[config.mk]
export PLATFORM = sky130hd
export DESIGN_NAME = pc_sequencer_flat
export DESIGN_NICKNAME = d
export VERILOG_FILES = /design/src/rtl/pc_pkg.sv /design/src/rtl/pc_sequencer_if.sv /design/src/rtl/pc_sequencer_return_addr_stack.sv /design/src/rtl/pc_sequencer.sv /design/src/flat_wrapper.sv
export SDC_FILE = /design/constraint.sdc
export NUM_CORES = 1
export LEC_CHECK = 0
export ABC_AREA = 1
export BUFFER_PORTS_ARGS = -buffer_cell sky130_fd_sc_hd__buf_2
export CORE_ASPECT_RATIO = 0.7
export CORE_MARGIN = 4
export CORE_UTILIZATION = 58
export DETAILED_ROUTE_END_ITERATION = 10
export PLACE_DENSITY = 0.81
export SLEW_MARGIN = 20
export SYNTH_ARGS = -nofsm -noshare
export SYNTH_HDL_FRONTEND = slang
export SYNTH_SLANG_ARGS = --single-unit
export TNS_END_PERCENT = 100
[constraint.sdc]
create_clock -name clk -period 3.3 [get_ports clk]
set_input_delay 0 -clock clk [delete_from_list [all_inputs] [get_ports clk]]
set_output_delay 0 -clock clk [all_outputs]
set_load 0.02 [all_outputs]
[src/rtl/pc_pkg.sv]
// Shared flow-select encodings and address step for the program-counter unit.
package pc_pkg;

   localparam logic [2:0] MODE_SEQ    = 3'd0;
   localparam logic [2:0] MODE_BRANCH = 3'd1;
   localparam logic [2:0] MODE_JUMP   = 3'd2;
   localparam logic [2:0] MODE_JR     = 3'd3;
   localparam logic [2:0] MODE_CALL   = 3'd4;
   localparam logic [2:0] MODE_RET    = 3'd5;

   localparam int PC_STEP = 4;

endpackage

[src/rtl/pc_sequencer_if.sv]
// Control and status bundle between the CPU front end and the PC sequencer.
interface pc_sequencer_if #(
   parameter int ADDR_W = 32,
   parameter int OFF_W  = 16,
   parameter int TGT_W  = 26
);
   logic              stall;
   logic [2:0]        mode;
   logic              taken;
   logic [OFF_W-1:0]  offset;
   logic [TGT_W-1:0]  target;
   logic [ADDR_W-1:0] reg_addr;
   logic [ADDR_W-1:0] pc;
   logic [ADDR_W-1:0] pc_plus4;
   logic              ras_empty;
   logic              ras_full;
   logic              ras_ovf;
   logic              ras_unf;

   modport master (
      output stall, mode, taken, offset, target, reg_addr,
      input  pc, pc_plus4, ras_empty, ras_full, ras_ovf, ras_unf
   );

   modport slave (
      input  stall, mode, taken, offset, target, reg_addr,
      output pc, pc_plus4, ras_empty, ras_full, ras_ovf, ras_unf
   );
endinterface

[src/rtl/pc_sequencer_return_addr_stack.sv]
// Circular return-address stack: a push when full overwrites the oldest entry,
// a pop when empty only flags underflow.
module return_addr_stack #(
   parameter int RAS_DEPTH = 4,
   parameter int ADDR_W    = 32
) (
   input  logic              clk,
   input  logic              rst_n,
   input  logic              push,
   input  logic              pop,
   input  logic [ADDR_W-1:0] din,
   output logic [ADDR_W-1:0] top,
   output logic              empty,
   output logic              full,
   output logic              ovf,
   output logic              unf
);
   localparam int PTR_W = $clog2(RAS_DEPTH);

   logic [PTR_W-1:0]  ptr_reg;
   logic [PTR_W:0]    count_reg;
   logic              ovf_reg;
   logic              unf_reg;
   logic [ADDR_W-1:0] mem_reg [RAS_DEPTH];
   logic [PTR_W-1:0]  top_idx;

   // ptr_reg names the next slot to write, which is also the oldest entry once full
   assign top_idx = ptr_reg - PTR_W'(1);
   assign top     = mem_reg[top_idx];
   assign empty   = (count_reg == '0);
   assign full    = (count_reg == (PTR_W+1)'(RAS_DEPTH));
   assign ovf     = ovf_reg;
   assign unf     = unf_reg;

   generate
      for (genvar gi = 0; gi < RAS_DEPTH; gi++) begin : g_entry
         always_ff @(posedge clk) begin
            if (push && ptr_reg == PTR_W'(gi)) begin
               mem_reg[gi] <= din;
            end
         end
      end
   endgenerate

   always_ff @(posedge clk) begin
      if (!rst_n) begin
         ptr_reg   <= '0;
         count_reg <= '0;
         ovf_reg   <= 1'b0;
         unf_reg   <= 1'b0;
      end else begin
         ovf_reg <= 1'b0;
         unf_reg <= 1'b0;
         if (push) begin
            ptr_reg <= ptr_reg + PTR_W'(1);
            if (full) begin
               ovf_reg <= 1'b1;
            end else begin
               count_reg <= count_reg + (PTR_W+1)'(1);
            end
         end else if (pop) begin
            if (empty) begin
               unf_reg <= 1'b1;
            end else begin
               ptr_reg   <= top_idx;
               count_reg <= count_reg - (PTR_W+1)'(1);
            end
         end
      end
   end
endmodule

[src/rtl/pc_sequencer.sv]
// Registered program counter with next-address select for sequential, branch,
// jump, jump-register, call and return flows.
module pc_sequencer
   import pc_pkg::*;
#(
   parameter int              ADDR_W    = 32,
   parameter int              OFF_W     = 16,
   parameter int              TGT_W     = 26,
   parameter int              RAS_DEPTH = 4,
   parameter logic [ADDR_W-1:0] RESET_VEC = '0
) (
   input logic           clk,
   input logic           rst_n,
   pc_sequencer_if.slave bus
);
   logic [ADDR_W-1:0] pc_reg;
   logic [ADDR_W-1:0] pc_next;
   logic [ADDR_W-1:0] pc_plus4;
   logic [ADDR_W-1:0] branch_off;
   logic [ADDR_W-1:0] jump_addr;
   logic [ADDR_W-1:0] ras_top;
   logic              ras_empty;
   logic              ras_full;
   logic              ras_ovf;
   logic              ras_unf;
   logic              push;
   logic              pop;

   assign pc_plus4   = pc_reg + ADDR_W'(PC_STEP);
   // Word offset sign-extended then scaled to bytes
   assign branch_off = {{(ADDR_W-OFF_W){bus.offset[OFF_W-1]}}, bus.offset} << 2;
   assign jump_addr  = {pc_plus4[ADDR_W-1:TGT_W+2], bus.target, 2'b00};

   assign push = !bus.stall && (bus.mode == MODE_CALL);
   assign pop  = !bus.stall && (bus.mode == MODE_RET);

   always_comb begin
      pc_next = pc_plus4;
      unique case (bus.mode)
         MODE_BRANCH: if (bus.taken) pc_next = pc_plus4 + branch_off;
         MODE_JUMP:   pc_next = jump_addr;
         MODE_JR:     pc_next = {bus.reg_addr[ADDR_W-1:2], 2'b00};
         MODE_CALL:   pc_next = jump_addr;
         MODE_RET:    if (!ras_empty) pc_next = ras_top;
         default:     pc_next = pc_plus4;
      endcase
   end

   always_ff @(posedge clk) begin
      if (!rst_n) begin
         pc_reg <= RESET_VEC;
      end else if (!bus.stall) begin
         pc_reg <= pc_next;
      end
   end

   return_addr_stack #(
      .RAS_DEPTH (RAS_DEPTH),
      .ADDR_W    (ADDR_W)
   ) u_ras (
      .clk   (clk),
      .rst_n (rst_n),
      .push  (push),
      .pop   (pop),
      .din   (pc_plus4),
      .top   (ras_top),
      .empty (ras_empty),
      .full  (ras_full),
      .ovf   (ras_ovf),
      .unf   (ras_unf)
   );

   assign bus.pc        = pc_reg;
   assign bus.pc_plus4  = pc_plus4;
   assign bus.ras_empty = ras_empty;
   assign bus.ras_full  = ras_full;
   assign bus.ras_ovf   = ras_ovf;
   assign bus.ras_unf   = ras_unf;
endmodule

[src/flat_wrapper.sv]
// flat-port wrapper written by rule: the top's interface ports become plain ports
module pc_sequencer_flat import pc_pkg::*;
#(
   parameter int              ADDR_W    = 32,
   parameter int              OFF_W     = 16,
   parameter int              TGT_W     = 26,
   parameter int              RAS_DEPTH = 4,
   parameter logic [ADDR_W-1:0] RESET_VEC = '0
)
  (clk, rst_n, bus_stall, bus_mode, bus_taken, bus_offset, bus_target, bus_reg_addr, bus_pc, bus_pc_plus4, bus_ras_empty, bus_ras_full, bus_ras_ovf, bus_ras_unf);
  pc_sequencer_if #(.ADDR_W(ADDR_W), .OFF_W(OFF_W), .TGT_W(TGT_W)) bus_i ();
  input logic clk;
  input logic rst_n;
  input wire logic [$bits(bus_i.stall)-1:0] bus_stall;
  input wire logic [$bits(bus_i.mode)-1:0] bus_mode;
  input wire logic [$bits(bus_i.taken)-1:0] bus_taken;
  input wire logic [$bits(bus_i.offset)-1:0] bus_offset;
  input wire logic [$bits(bus_i.target)-1:0] bus_target;
  input wire logic [$bits(bus_i.reg_addr)-1:0] bus_reg_addr;
  output wire logic [$bits(bus_i.pc)-1:0] bus_pc;
  output wire logic [$bits(bus_i.pc_plus4)-1:0] bus_pc_plus4;
  output wire logic [$bits(bus_i.ras_empty)-1:0] bus_ras_empty;
  output wire logic [$bits(bus_i.ras_full)-1:0] bus_ras_full;
  output wire logic [$bits(bus_i.ras_ovf)-1:0] bus_ras_ovf;
  output wire logic [$bits(bus_i.ras_unf)-1:0] bus_ras_unf;
  assign bus_i.stall = bus_stall;
  assign bus_i.mode = bus_mode;
  assign bus_i.taken = bus_taken;
  assign bus_i.offset = bus_offset;
  assign bus_i.target = bus_target;
  assign bus_i.reg_addr = bus_reg_addr;
  assign bus_pc = bus_i.pc;
  assign bus_pc_plus4 = bus_i.pc_plus4;
  assign bus_ras_empty = bus_i.ras_empty;
  assign bus_ras_full = bus_i.ras_full;
  assign bus_ras_ovf = bus_i.ras_ovf;
  assign bus_ras_unf = bus_i.ras_unf;
  pc_sequencer #(.ADDR_W(ADDR_W), .OFF_W(OFF_W), .TGT_W(TGT_W), .RAS_DEPTH(RAS_DEPTH), .RESET_VEC(RESET_VEC)) u_core (.clk(clk), .rst_n(rst_n), .bus(bus_i));
endmodule
# After elaboration in Yosys (flattened, before gate mapping)
# Memory sizes are Yosys's and may differ from the RTL's.
# Cells that the tools add are included.
# Widths: inputs -> output; s select.
op_classes:
  muxes: 29
  n_eq_ne: 11
  n_addsub: 6
  n_bitwise: 2
  reduce_logical: 18
op_table:
  columns: ["cell", "count"]
  rows:
  - ["$mux 32", 5]
  - ["$pmux 32 s4", 1]
  - ["$reduce_or 32->1", 3]
  - ["$add 32x3->32 const B", 1]
  - ["$add 32x32->32", 1]
  - ["$mux 1", 13]
  - ["$mux 2", 6]
  - ["$mux 3", 4]
  - ["$eq 3x3->1 const B", 3]
  - ["$eq 3x2->1 const B", 2]
  - ["$logic_and 1x1->1", 6]
  - ["$eq 2x2->1 const B", 2]
  - ["$ne 2x2->1 const B", 2]
  - ["$reduce_and 2->1", 2]
  - ["$add 3x1->3 const B", 1]
  - ["$eq 3x1->1 const B", 1]
  - ["$logic_not 3->1", 1]
  - ["$reduce_and 3->1", 1]
  - ["$reduce_or 3->1", 1]
  - ["$sub 3x1->3 const B", 1]
  - ["$add 2x1->2 const B", 1]
  - ["$eq 2x1->1 const B", 1]
  - ["$logic_not 2->1", 1]
  - ["$not 1->1", 2]
  - ["4 further kinds", 4]
word_totals:
  memories: 1
  ramBits: 128
  elab_cells: 72
  reg_bits: 39
  output_inout_bits: 68
mem_list:
  columns: ["name", "depth", "width", "read_ports", "rd_clocked_by_memory_dff", "wr", "line_no", "rtl"]
  rows:
  - ["u_core.u_ras.mem_reg", 4, 32, 1, 0, 1, "pc_sequencer_return_addr_stack.sv:24", "logic [ADDR_W-1:0] mem_reg [RAS_DEPTH];"]

# Longest topological paths before layout
# Gate-level depths: netlist (run 1).
logic_depth:
  word_depth: 9
  depth_mapped: 24
  depth_no_buf: 24

# Cells and area by module
# A second synthesis (run 1) with hierarchy kept.
unflattened:
  hier_cells: 1270
  area_unflattened_um2: 10506.3
by_module_without_submodules:
  columns: ["mod", "cells_per_inst", "area_each_um2", "n_inst"]
  rows:
  - ["return_addr_stack", 374, 5496.5, 1]
  - ["pc_sequencer", 896, 5009.8, 1]

# Least setup slack after synthesis (run 1)
# Ideal clock, no wire load.
synth_path:
  path_kind: "register to register"
  from: "reg u_core.pc_reg[2] (netlist: u_core.bus.pc[2])"
  to: "reg u_core.pc_reg[18] (netlist: u_core.bus.pc[18])"
  slack_ps: 88
  t_arrival_ps: 3103
  synth_period_minus_slack_ps: 3212
  path_stages_with_launch: 17
  path_cell_list: "dfxtp_1 -> inv_1 -> nor2_4 -> nand2_1 -> nor2_1 -> xor2_1 -> ha_1 -> a21o_1 -> a21boi_0 -> o21bai_1 -> a21oi_1 -> xor2_1 -> inv_1 -> nand2_1 -> nand3_1 -> nand2_1 -> inv_1"
synth_via:
  elab_chain_cells: 4
  word_cells_on_any_way: 5
synth_lines:
  columns: ["element", "line_no", "rtl"]
  rows:
  - ["start: declaration", "pc_sequencer.sv:16", "logic [ADDR_W-1:0] pc_reg;"]
  - ["start signal: assignment", "pc_sequencer.sv:53", "pc_reg <= pc_next;"]
  - ["$add 32x3->32", "pc_sequencer.sv:29", "assign pc_plus4 = pc_reg + ADDR_W'(PC_STEP);"]
  - ["net bus_pc_plus4[2]", "flat_wrapper.sv:21", "output wire logic [$bits(bus_i.pc_plus4)-1:0] bus_pc_plus4;"]
  - ["$add 32x32->32", "pc_sequencer.sv:40", "MODE_BRANCH: if (bus.taken) pc_next = pc_plus4 + branch_off;"]
  - ["$mux 32", "pc_sequencer.sv:40", null]
  - ["$pmux 32 s4", "pc_sequencer.sv:39", "unique case (bus.mode)"]
# The timed path passes the listed nets, and every way through them passes these cells.
# A chain may end at the register's enable or synchronous reset.

# Final worst setup path (run 1)
layout_path:
  from: "reg u_core.pc_reg[3] (netlist: u_core.bus.pc[3])"
  to: "reg u_core.pc_reg[30] (netlist: u_core.bus.pc[30])"
layout_via:
  elab_chain_cells: 4
  word_cells_on_any_way: 5
layout_lines:
  columns: ["element", "line_no"]
  rows:
  - ["$add 32x3->32 (*)", "pc_sequencer.sv:29"]
  - ["$add 32x32->32", "pc_sequencer.sv:40"]
  - ["$mux 32", "pc_sequencer.sv:40"]
  - ["$pmux 32 s4 (*)", "pc_sequencer.sv:39"]
# Every way passes the cells marked *; elsewhere a longest branch is shown, timed or not.

==> flow_summary.yaml, run 1 <==
worst_setup_path:
  crit_required_ns: 3.63
  cpMaxStageDelayCell: "dfxtp_4"
  cp_slowest_stage_delay_ns: 0.37
  crit_type: "flop to flop"
  end_kind: "flop"
  timing.critical_path.mode_cell: "nand2_1"
  start_kind: "flop"
  worstPathCellList: "ha_2 > nand3_1 > nor3_2 > nand4_1 > nor2_1 > xor2_1 > inv_1 > ha_4 > nand2_2 > nor3_4 > a21oi_1 > o21ai_0 > nor2_1 > nand2_1 > nand2_1 > nand3_1 > nand3b_1 > nand2_1 > inv_1"
  arrival_ns: 3.48
  critPathTopFamily: "simple AND/OR/NAND/NOR gates"
  critical_path.n_buffers_inverters: 2
  crit_fanout: 5
sta:
  worst_slew_pin_slew_ns: 1.02
  max_freq_mhz: 317
  period_minus_slack_ns: 3.15
  setup_viol: 0
  whs_ns: 0.0116
  fin_skew_ns: 0.0102
  max_slew_margin: 0.320
  worst_slack_ns: 0.149
  slew_viol_final: 0
  fin_crit_sh: 0.955
  hold_violations: 0
floorplanning:
  core_um2: 16600
  fp.dieH_um: 118
  dieArea_um2: 19400
  std_cell_rows: 39
  floorplan.initialDensity: 0.602
  ios: 149
  die-width_um: 165
clock_tree:
  cts_tree: "done"
  clk_pin_slew_ns: 0.06
  cts-htree-levels: 4
  cts.sinks: 167
  cts_root_buf: "clkbuf_16"
  clk_path_buf_depth: 2
  cts_buffers: 17
  clk_latency_ns: 0.43
global_routing:
  grt_use_total: 0.341
  grt_max_degree: 69
  antenna_found_initial: 0
  grt_pass1_vias: 9120
  grt_pass1_wl_um: 50500
  overflow: 0
synthesis:
  syn_inst: 1203
  async_flop_share: 0
  yosys_warnings: 0
  synth-seq-cells: 167
  seq_area_frac_synth: 0.463
  netlist_area_um2: 9990
  synth.avg_cell_area_um2: 8.30
  synth_cell_types: 53
  synth_edf_count: 128
  syn-num-nets: 1326
  synthFlopType: "edfxtp_1"
power:
  leakagePower_nw: 5.32
  power_density_nw_per_um2: 443
  max-vdd-ir-drop_v: 0.000417
  p_total_mw: 5.40
placement:
  dp_hpwl_um: 23900
  gp_congestion: 1.01
  place_inst: 1582
  port_buffers: 146
  dpl_worst_slack_ns: 0.0673
detailed_routing:
  wl_um: 33500
  avgRoutedWirePerCell_um: 20.5
  drc: 0
  ant_nets: 0
  via_count: 9793
  firstDrtPassIters: 6
  routed_via_density: 5.99
  drt-initial-drc-count: 1321
layout:
  diodes: 0
  largest_reg_flops: 128
  seq_area_um2: 4640
  multi_input_area_um2: 4890
  layout.nets: 1519
  utilization: 0.734
  n_fill_cell: 1236
  drive_gt1_frac: 0.228
  instances_no_fill: 1634
  syn2layout_area_growth_pct: 21.9
min_path:
  holdCritPathClass: "input pin to flop"
job:
  max_cap_violations: 0
run_status:
  run_status: "finished, final reports clean"
## cells by family after synthesis
group,synth area share
compound gates,0.156
fa+ha+maj,0.0541
flops,0.463
xor+xnor,0.0263
buf+inv,0.0665
simple gates,0.234
## per-stage QoR
| stage | setup TNS (ns) | cell area, µm² |
|---|---|---|
| global route | -0.0383 | 12200 |
| global placement | 0 | 11200 |
| finish | 0 | 12200 |
| detailed placement | 0 | 11200 |
| floorplan | 0 | 9990 |
| CTS | 0 | 12000 |
## worst paths after layout
kind	startpoint	endpoint	slack [ns]	depth (start not counted)
worst max-delay path	u_core.bus.pc[3]$_SDFFE_PN0N_	u_core.bus.pc[30]$_SDFFE_PN0N_	0.15	19
worst min-delay path	bus_reg_addr[4]	u_core.bus.pc[4]$_SDFFE_PN0N_	0.01	4
worst max register to register	u_core.bus.pc[3]$_SDFFE_PN0N_	u_core.bus.pc[30]$_SDFFE_PN0N_	0.15	19
worst min register to register	u_core.u_ras.count_reg[2]$_SDFFE_PN0P_	u_core.u_ras.count_reg[2]$_SDFFE_PN0P_	0.51	1
## layout make-up
class / instances / share of cell area
sequential: 167 / 0.381
tap: 225 / 0.0231
clock inverter: 13 / 0.00976
multi-input combinational: 869 / 0.402
inverter: 124 / 0.0389
timing repair buffer: 217 / 0.110
clock buffer: 19 / 0.0356
## metal layers
layer / share of wire / vias to the layer above / routed length [µm] / GRT usage
li1: - / 4523 / - / -
met1: 0.40 / 4576 / 13300 / 0.488
met2: 0.45 / 616 / 15000 / 0.510
met3: 0.13 / 78 / 4450 / 0.0956
met4: 0.023 / 0 / 779 / 0.0914
met5: 0 / - / 0 / 0
## report_power, final
| group | internal [mW] | switching (mW) | leakage, nW |
|---|---|---|---|
| registers | 2.32 | 0.0533 | 1.50 |
| logic | 0.392 | 0.764 | 3.56 |
| clock network | 1.04 | 0.829 | 0.261 |
| total | 3.75 | 1.65 | 5.32 |
## worst min-delay path, cell delays in order
cell      delay (ns)
buf_2           0.08
a221oi_1        0.08
a41o_1          0.22
inv_1           0.05
## synthesized netlist by cell type, types with 8 or more instances
library cell | count | area (µm²)
or2_2 | 8 | 50.1
a22o_1 | 9 | 78.8
xnor2_1 | 10 | 87.6
ha_1 | 40 | 500
nand4_1 | 21 | 131
a21oi_1 | 79 | 395
nand2_1 | 273 | 1020
nand3_1 | 54 | 270
nor3_1 | 10 | 50.1
xor2_1 | 20 | 175
buf_2 | 11 | 55.1
nor2_1 | 132 | 495
o22ai_1 | 19 | 119
a211oi_1 | 10 | 75.1
edfxtp_1 | 128 | 3840
dfxtp_1 | 39 | 781
a221oi_1 | 10 | 87.6
clkbuf_1 | 21 | 78.8
inv_1 | 114 | 428
a31oi_1 | 12 | 75.1
o21ai_0 | 88 | 440
## layout by cell type (no fill, tap or decap), types with 19 or more instances in the layout
master         count
dlygate4sd3_1     19
o21ai_0           83
dfxtp_1           29
nor2_1           117
edfxtp_1         128
o22ai_1           19
nand4_1           21
a21oi_1           70
buf_2            146
inv_1            113
nand3_1           54
ha_1              36
nand2_1          269
buf_4             50
## timing repair
action,in CTS,in global routing
setup buffers,0,1
setup endpoints to repair,0,16
endpoints found under the hold margin,12,0
hold buffers,19,0
gates resized for setup,0,56
No activity file was read; power rests on OpenSTA's default activity.
==> run 2: changes to the inputs <==
--- a/config.mk
+++ b/config.mk
@@ -5,13 +5,13 @@
 export SDC_FILE = /design/constraint.sdc
 export NUM_CORES = 1
 export LEC_CHECK = 0
-export ABC_AREA = 1
+export ABC_AREA = 0
 export BUFFER_PORTS_ARGS = -buffer_cell sky130_fd_sc_hd__buf_2
-export CORE_ASPECT_RATIO = 0.7
+export CORE_ASPECT_RATIO = 1.2
 export CORE_MARGIN = 4
-export CORE_UTILIZATION = 58
+export CORE_UTILIZATION = 57
 export DETAILED_ROUTE_END_ITERATION = 10
-export PLACE_DENSITY = 0.81
+export PLACE_DENSITY = 0.8
 export SLEW_MARGIN = 20
 export SYNTH_ARGS = -nofsm -noshare
 export SYNTH_HDL_FRONTEND = slang
==> flow_summary.yaml, run 2 <==
synthesis:
  synth_top_family_by_area: "compound AO/OA/AOI/OAI gates"
  syn-num-nets: 922
  synth.avg_cell_area_um2: 11.5
  synthMuxAreaShare: 0.0827
  yosys_warnings: 0
  async_flop_share: 0
  synth-seq-cells: 167
  netlist_area_um2: 9200
  syn_inst: 799
  synthFlopType: "edfxtp_1"
  synthAdderAreaFrac: 0.0588
  synth_cell_types: 66
  synth_compound_area_frac: 0.164
  synth_top_area_frac: 0.418
  synth_edf_count: 128
  yosys-top-cells-count: "edfxtp_1, a21oi_1, nand2_1, o21ai_0, nor2_1"
  seq_area_frac_synth: 0.503
  synth_top_area_cell: "edfxtp_1"
  yosysMostFrequentCell: "edfxtp_1"
  yosys.area_share.simple: 0.109
  synth_xor_xnor_area_share: 0.0513
  yosys-top-cells-area: "edfxtp_1, dfxtp_1, mux4_2"
power:
  p_sw_frac: 0.288
  power_density_nw_per_um2: 450
  leakagePower_nw: 5.04
  clkPwrFrac: 0.348
  p_total_mw: 5.67
  p_comb_frac: 0.235
  p_int_mw: 4.04
  seqPwrFrac: 0.417
  max-vdd-ir-drop_v: 0.000405
  p_sw_mw: 1.63
clock_tree:
  cts.sinks: 167
  clk_pin_slew_ns: 0.06
  cts_root_buf: "clkbuf_16"
  cts-htree-levels: 4
  clk_latency_ns: 0.43
  cts_buffers: 17
  cts_tree: "done"
  clk_path_buf_depth: 2
global_routing:
  grt_max_degree: 41
  grt_use_total: 0.305
  overflow: 0
  grt_pass1_wl_um: 42000
  antenna_found_initial: 1
  grt_pass1_vias: 7783
worst_setup_path:
  critical_path.n_buffers_inverters: 3
  cpMaxStageDelayCell: "dfxtp_4"
  start_kind: "flop"
  cp_slowest_stage_delay_ns: 0.39
  timing.critical_path.mode_cell: "buf_4"
  critPathTopFamily: "compound AO/OA/AOI/OAI gates"
  worstPathCellList: "nand3_2 > buf_4 > nor2_1 > xor2_1 > ha_2 > a21oi_1 > nor2_1 > o41ai_2 > buf_4 > o21ai_2 > a31oi_2 > buf_4 > o21ai_0 > xor2_1 > nand2_1 > a21oi_1"
  ff2ff_path_depth: 16
  r2r-start: "u_core.bus.pc[3]$_SDFFE_PN0N_"
  rrSetupSlack_ns: -0.08
  end_kind: "flop"
  crit_required_ns: 3.66
  crit_fanout: 6
  crit_type: "flop to flop"
  arrival_ns: 3.73
  timing.rr.end: "u_core.bus.pc[18]$_SDFFE_PN0N_"
run_status:
  violations: "setup timing"
  run_status: "finished, violations left"
detailed_routing:
  firstDrtPassIters: 6
  drc: 0
  via_count: 8199
  routed_via_density: 6.31
  avgRoutedWirePerCell_um: 22.5
  ant_nets: 0
  drt-initial-drc-count: 991
  wl_um: 29200
floorplanning:
  dieArea_um2: 18200
  ios: 149
  std_cell_rows: 50
  fp.dieH_um: 147
  floorplan.initialDensity: 0.586
  core_um2: 15700
  die-width_um: 124
sta:
  whs_ns: 0.00529
  worst_slew_pin_slew_ns: 0.982
  max_freq_mhz: 296
  hold_violations: 0
  rsz0062_at_grt: "yes"
  period_minus_slack_ns: 3.38
  fin_skew_ns: 0.0125
  worst_slack_ns: -0.0759
  setup_viol: 3
  slew_viol_final: 0
  tns_ns: -0.130
  fin_crit_sh: 1.02
  max_slew_margin: 0.344
min_path:
  hold_path_depth: 4
  hold_end: "u_core.bus.pc[13]$_SDFFE_PN0N_"
  holdCritPathClass: "input pin to flop"
  hp-start: "bus_reg_addr[13]"
placement:
  dp_hpwl_um: 19000
  gp_congestion: 0.954
  dpl_cell_area_um2: 11200
  port_buffers: 146
layout:
  final_common_cell: "buf_2"
  drive_gt1_frac: 0.423
  layout.nets: 1200
  syn2layout_area_growth_pct: 37.0
  final_cell_mix: "buf_2, buf_4, edfxtp_1"
  largest_reg_flops: 128
  utilization: 0.802
  fin_area_um2: 12600
job:
  max_cap_violations: 0
## run 2: cell families after synthesis
kind of cell             Yosys count
AO/OA/AOI/OAI                    225
AND/OR/NAND/NOR                  204
flip-flops                       167
buffers and inverters             72
XOR/XNOR                          53
adder cells (fa/ha/maj)           42
multiplexers                      36
## run 2: what timing repair did
action / in CTS / in global routing
endpoints found under the hold margin: 14 / 1
resized for setup: 11 / 77
setup endpoints to repair: 9 / 15
pin swaps: 3 / 41
buffers inserted: 0 / 13
hold buffers: 22 / 2
## run 2: worst register-to-register path, cell delays in order (launching register included)
cell and delay, ns:
dfxtp_4 0.39, nand3_2 0.10, buf_4 0.17, nor2_1 0.20, xor2_1 0.30, ha_2 0.39, a21oi_1 0.18, nor2_1 0.08
o41ai_2 0.35, buf_4 0.19, o21ai_2 0.08, a31oi_2 0.26, buf_4 0.16, o21ai_0 0.08, xor2_1 0.14, nand2_1 0.08
a21oi_1 0.14
## run 2: power by group through the flow
| stage | Clock, mW | Combinational [mW] | Sequential, mW |
|---|---|---|---|
| floorplan | 0 | 0.625 | 2.45 |
| global placement | 0 | 1.14 | 2.40 |
| detailed placement | 0 | 1.15 | 2.40 |
| CTS | 1.97 | 1.20 | 2.36 |
| global route | 2.07 | 1.42 | 2.36 |
| finish | 1.97 | 1.33 | 2.36 |
## run 2: final cells by class
| cell class | instances | area (µm²) |
|---|---|---|
| timing repair buffer | 308 | 2070 |
| multi-input combinational | 560 | 4940 |
| clock inverter | 13 | 146 |
| clock buffer | 19 | 433 |
| inverter | 23 | 91.3 |
| antenna | 1 | 2.50 |
| tap | 208 | 260 |
| fill | 906 | 3110 |
| sequential | 167 | 4650 |
## run 2: metal layers
layer  track usage  up-vias  share of wire
met4        0.0970        0          0.030
met2         0.513      466           0.51
met1         0.399     4001           0.39
li1              -     3641              -
met3        0.0554       91          0.077
met5             0        -              0
## run 2: how the worst max path moves through the flow
stage,startpoint,end,slack [ns],cells past startpoint
3_3_place_gp,u_core.bus.pc[2]$_SDFFE_PN0N_,u_core.bus.pc[31]$_SDFFE_PN0N_,-0.16,16
4_1_cts,u_core.bus.pc[2]$_SDFFE_PN0N_,u_core.bus.pc[25]$_SDFFE_PN0N_,-0.01,16
2_1_floorplan,u_core.bus.pc[15]$_SDFFE_PN0N_,u_core.bus.pc[31]$_SDFFE_PN0N_,-0.09,14
5_1_grt,u_core.bus.pc[3]$_SDFFE_PN0N_,u_core.bus.pc[18]$_SDFFE_PN0N_,-0.18,16
3_5_place_dp,u_core.bus.pc[2]$_SDFFE_PN0N_,u_core.bus.pc[31]$_SDFFE_PN0N_,-0.19,16
6_report,u_core.bus.pc[3]$_SDFFE_PN0N_,u_core.bus.pc[18]$_SDFFE_PN0N_,-0.08,16
## run 2: per-stage QoR
| stage | instances | setup slack, ns |
|---|---|---|
| 4_1_cts | 1283 | -0.0103 |
| 5_1_grt | 1299 | -0.184 |
| 6_report | 1299 | -0.0759 |
| 3_3_place_gp | 1229 | -0.163 |
| 3_5_place_dp | 1229 | -0.186 |
| 2_1_floorplan | 799 | -0.0856 |
==> run 3: changes to the inputs <==
--- a/config.mk
+++ b/config.mk
@@ -9,9 +9,9 @@
 export BUFFER_PORTS_ARGS = -buffer_cell sky130_fd_sc_hd__buf_2
 export CORE_ASPECT_RATIO = 1.2
 export CORE_MARGIN = 4
-export CORE_UTILIZATION = 57
+export CORE_UTILIZATION = 30
 export DETAILED_ROUTE_END_ITERATION = 10
-export PLACE_DENSITY = 0.8
+export PLACE_DENSITY = 0.48
 export SLEW_MARGIN = 20
 export SYNTH_ARGS = -nofsm -noshare
 export SYNTH_HDL_FRONTEND = slang
==> flow_summary.yaml, run 3 (same netlist as run 2, synthesis figures left out) <==
layout:
  final_common_cell: "buf_4"
  syn2layout_area_growth_pct: 44.2
  layout.nets: 1253
  diodes: 0
  final_cell_mix: "buf_4, buf_2, edfxtp_1"
  multi_input_area_um2: 4990
  n_fill_cell: 2835
  fin_area_um2: 13300
  seq_area_um2: 4650
  drive_gt1_frac: 0.444
  largest_reg_flops: 128
  utilization: 0.443
worst_setup_path:
  critical_path.n_buffers_inverters: 2
  critPathTopFamily: "compound AO/OA/AOI/OAI gates"
  end_kind: "flop"
  cpMaxStageDelayCell: "or3_4"
  cp_slowest_stage_delay_ns: 0.51
  crit_type: "flop to flop"
  worstPathCellList: "buf_4 > nand3_4 > or3_4 > nor3_4 > xor2_2 > ha_4 > a21oi_4 > o21ai_4 > a41o_1 > o31ai_4 > o31a_1 > buf_4 > o221a_1 > nor2_1 > o311ai_1"
  arrival_ns: 3.56
  start_kind: "flop"
  crit_fanout: 6
  crit_required_ns: 3.62
  timing.critical_path.mode_cell: "buf_4"
power:
  leakagePower_nw: 5.28
  power_density_nw_per_um2: 429
  p_total_mw: 5.69
  p_int_mw: 4.02
  p_sw_frac: 0.294
  max-vdd-ir-drop_v: 0.000279
  seqPwrFrac: 0.415
  p_sw_mw: 1.67
  clkPwrFrac: 0.344
  p_comb_frac: 0.241
sta:
  hold_violations: 0
  setup_viol: 0
  max_freq_mhz: 309
  fin_crit_sh: 0.982
  whs_ns: 0.0169
  worst_slew_pin_slew_ns: 0.903
  slew_viol_final: 0
  max_slew_margin: 0.398
  worst_slack_ns: 0.0598
  rsz0062_at_grt: "yes"
  period_minus_slack_ns: 3.24
  fin_skew_ns: 0.0109
run_status:
  run_status: "finished, final reports clean"
placement:
  dpl_cell_area_um2: 11600
  port_buffers: 146
  dp_hpwl_um: 22400
  gp_congestion: 0.897
  dpl_worst_slack_ns: -0.292
detailed_routing:
  avgRoutedWirePerCell_um: 20.2
  via_count: 7815
  drt-initial-drc-count: 446
  firstDrtPassIters: 4
  wl_um: 30900
  routed_via_density: 5.10
  drc: 0
  ant_nets: 0
global_routing:
  grt_use_total: 0.183
  grt_pass1_wl_um: 46800
  antenna_found_initial: 0
  grt_max_degree: 33
  grt_pass1_vias: 7987
  overflow: 0
floorplanning:
  die-width_um: 168
  dieArea_um2: 33500
  fp.dieH_um: 200
  std_cell_rows: 69
  ios: 149
  core_um2: 30000
  floorplan.initialDensity: 0.307
job:
  max_cap_violations: 0
clock_tree:
  clk_latency_ns: 0.44
  cts_buffers: 17
  cts_tree: "done"
  cts-htree-levels: 4
  clk_path_buf_depth: 2
  cts.sinks: 167
  cts_root_buf: "clkbuf_16"
  clk_pin_slew_ns: 0.07
min_path:
  holdCritPathClass: "input pin to flop"
[run 3: cell count changes in the layout (fill, tap and decap cells not counted), sizes merged]
cell,before,now
buf,284,321
bufinv,2,1
clkbuf,19,18
clkinvlp,3,0
diode,1,0
dlygate4sd3,24,40
inv,24,29
[run 3: what timing repair did]
item,in CTS,in global routing
gates resized for setup,35,70
buffers inserted,11,9
hold endpoints to repair,26,0
setup endpoints to repair,14,14
pin swaps,23,41
hold buffers,40,0
cloned,0,0
[run 3: layout make-up]
class	instances	share of cell area
Clock buffer	18	0.0324
Clock inverter	14	0.0106
Inverter	23	0.00661
Multi-Input combinational cell	560	0.377
Sequential cell	167	0.351
Tap cell	390	0.0368
Timing Repair Buffer	361	0.186
[run 3: worst reg2reg max path, stage by stage, from the launching register on]
cell,delay (ns)
dfxtp_4,0.38
buf_4,0.12
nand3_4,0.06
or3_4,0.51
nor3_4,0.24
xor2_2,0.24
ha_4,0.20
a21oi_4,0.06
o21ai_4,0.18
a41o_1,0.17
o31ai_4,0.08
o31a_1,0.30
buf_4,0.16
o221a_1,0.23
nor2_1,0.11
o311ai_1,0.10
[run 3: power by group through the flow]
| stage | registers [mW] | clock network [mW] | logic (mW) |
|---|---|---|---|
| 2_1_floorplan | 2.45 | 0 | 0.625 |
| 3_3_place_gp | 2.40 | 0 | 1.21 |
| 3_5_place_dp | 2.40 | 0 | 1.21 |
| 4_1_cts | 2.36 | 2.02 | 1.29 |
| 5_1_grt | 2.37 | 2.11 | 1.49 |
| 6_report | 2.36 | 1.96 | 1.37 |
[run 3: through the flow]
| stage | TNS, ns | cells |
|---|---|---|
| floorplan | -0.235 | 799 |
| global placement | -1.66 | 1442 |
| detailed placement | -1.59 | 1442 |
| CTS | 0 | 1525 |
| global route | -0.809 | 1533 |
| finish | 0 | 1533 |
[run 3: metal layers]
layer  wire length, µm  global-route usage  vias to the layer above
li1                  -                   -                     3757
met1             14100               0.243                     3869
met2             15400               0.317                      166
met3              1030              0.0270                       23
met4               411              0.0445                        0
met5                 0                   0                        -
[run 3: final timing paths]
check,from,end,slack [ns],cells past startpoint
setup / recovery,u_core.bus.pc[2]$_SDFFE_PN0N_,u_core.bus.pc[31]$_SDFFE_PN0N_,0.06,15
hold / removal,bus_target[8],u_core.bus.pc[10]$_SDFFE_PN0N_,0.02,4
setup reg to reg,u_core.bus.pc[2]$_SDFFE_PN0N_,u_core.bus.pc[31]$_SDFFE_PN0N_,0.06,15
hold reg to reg,u_core.bus.pc[0]$_SDFFE_PN0P_,u_core.u_ras.mem_reg[1][0]$_DFFE_PP_,0.57,0
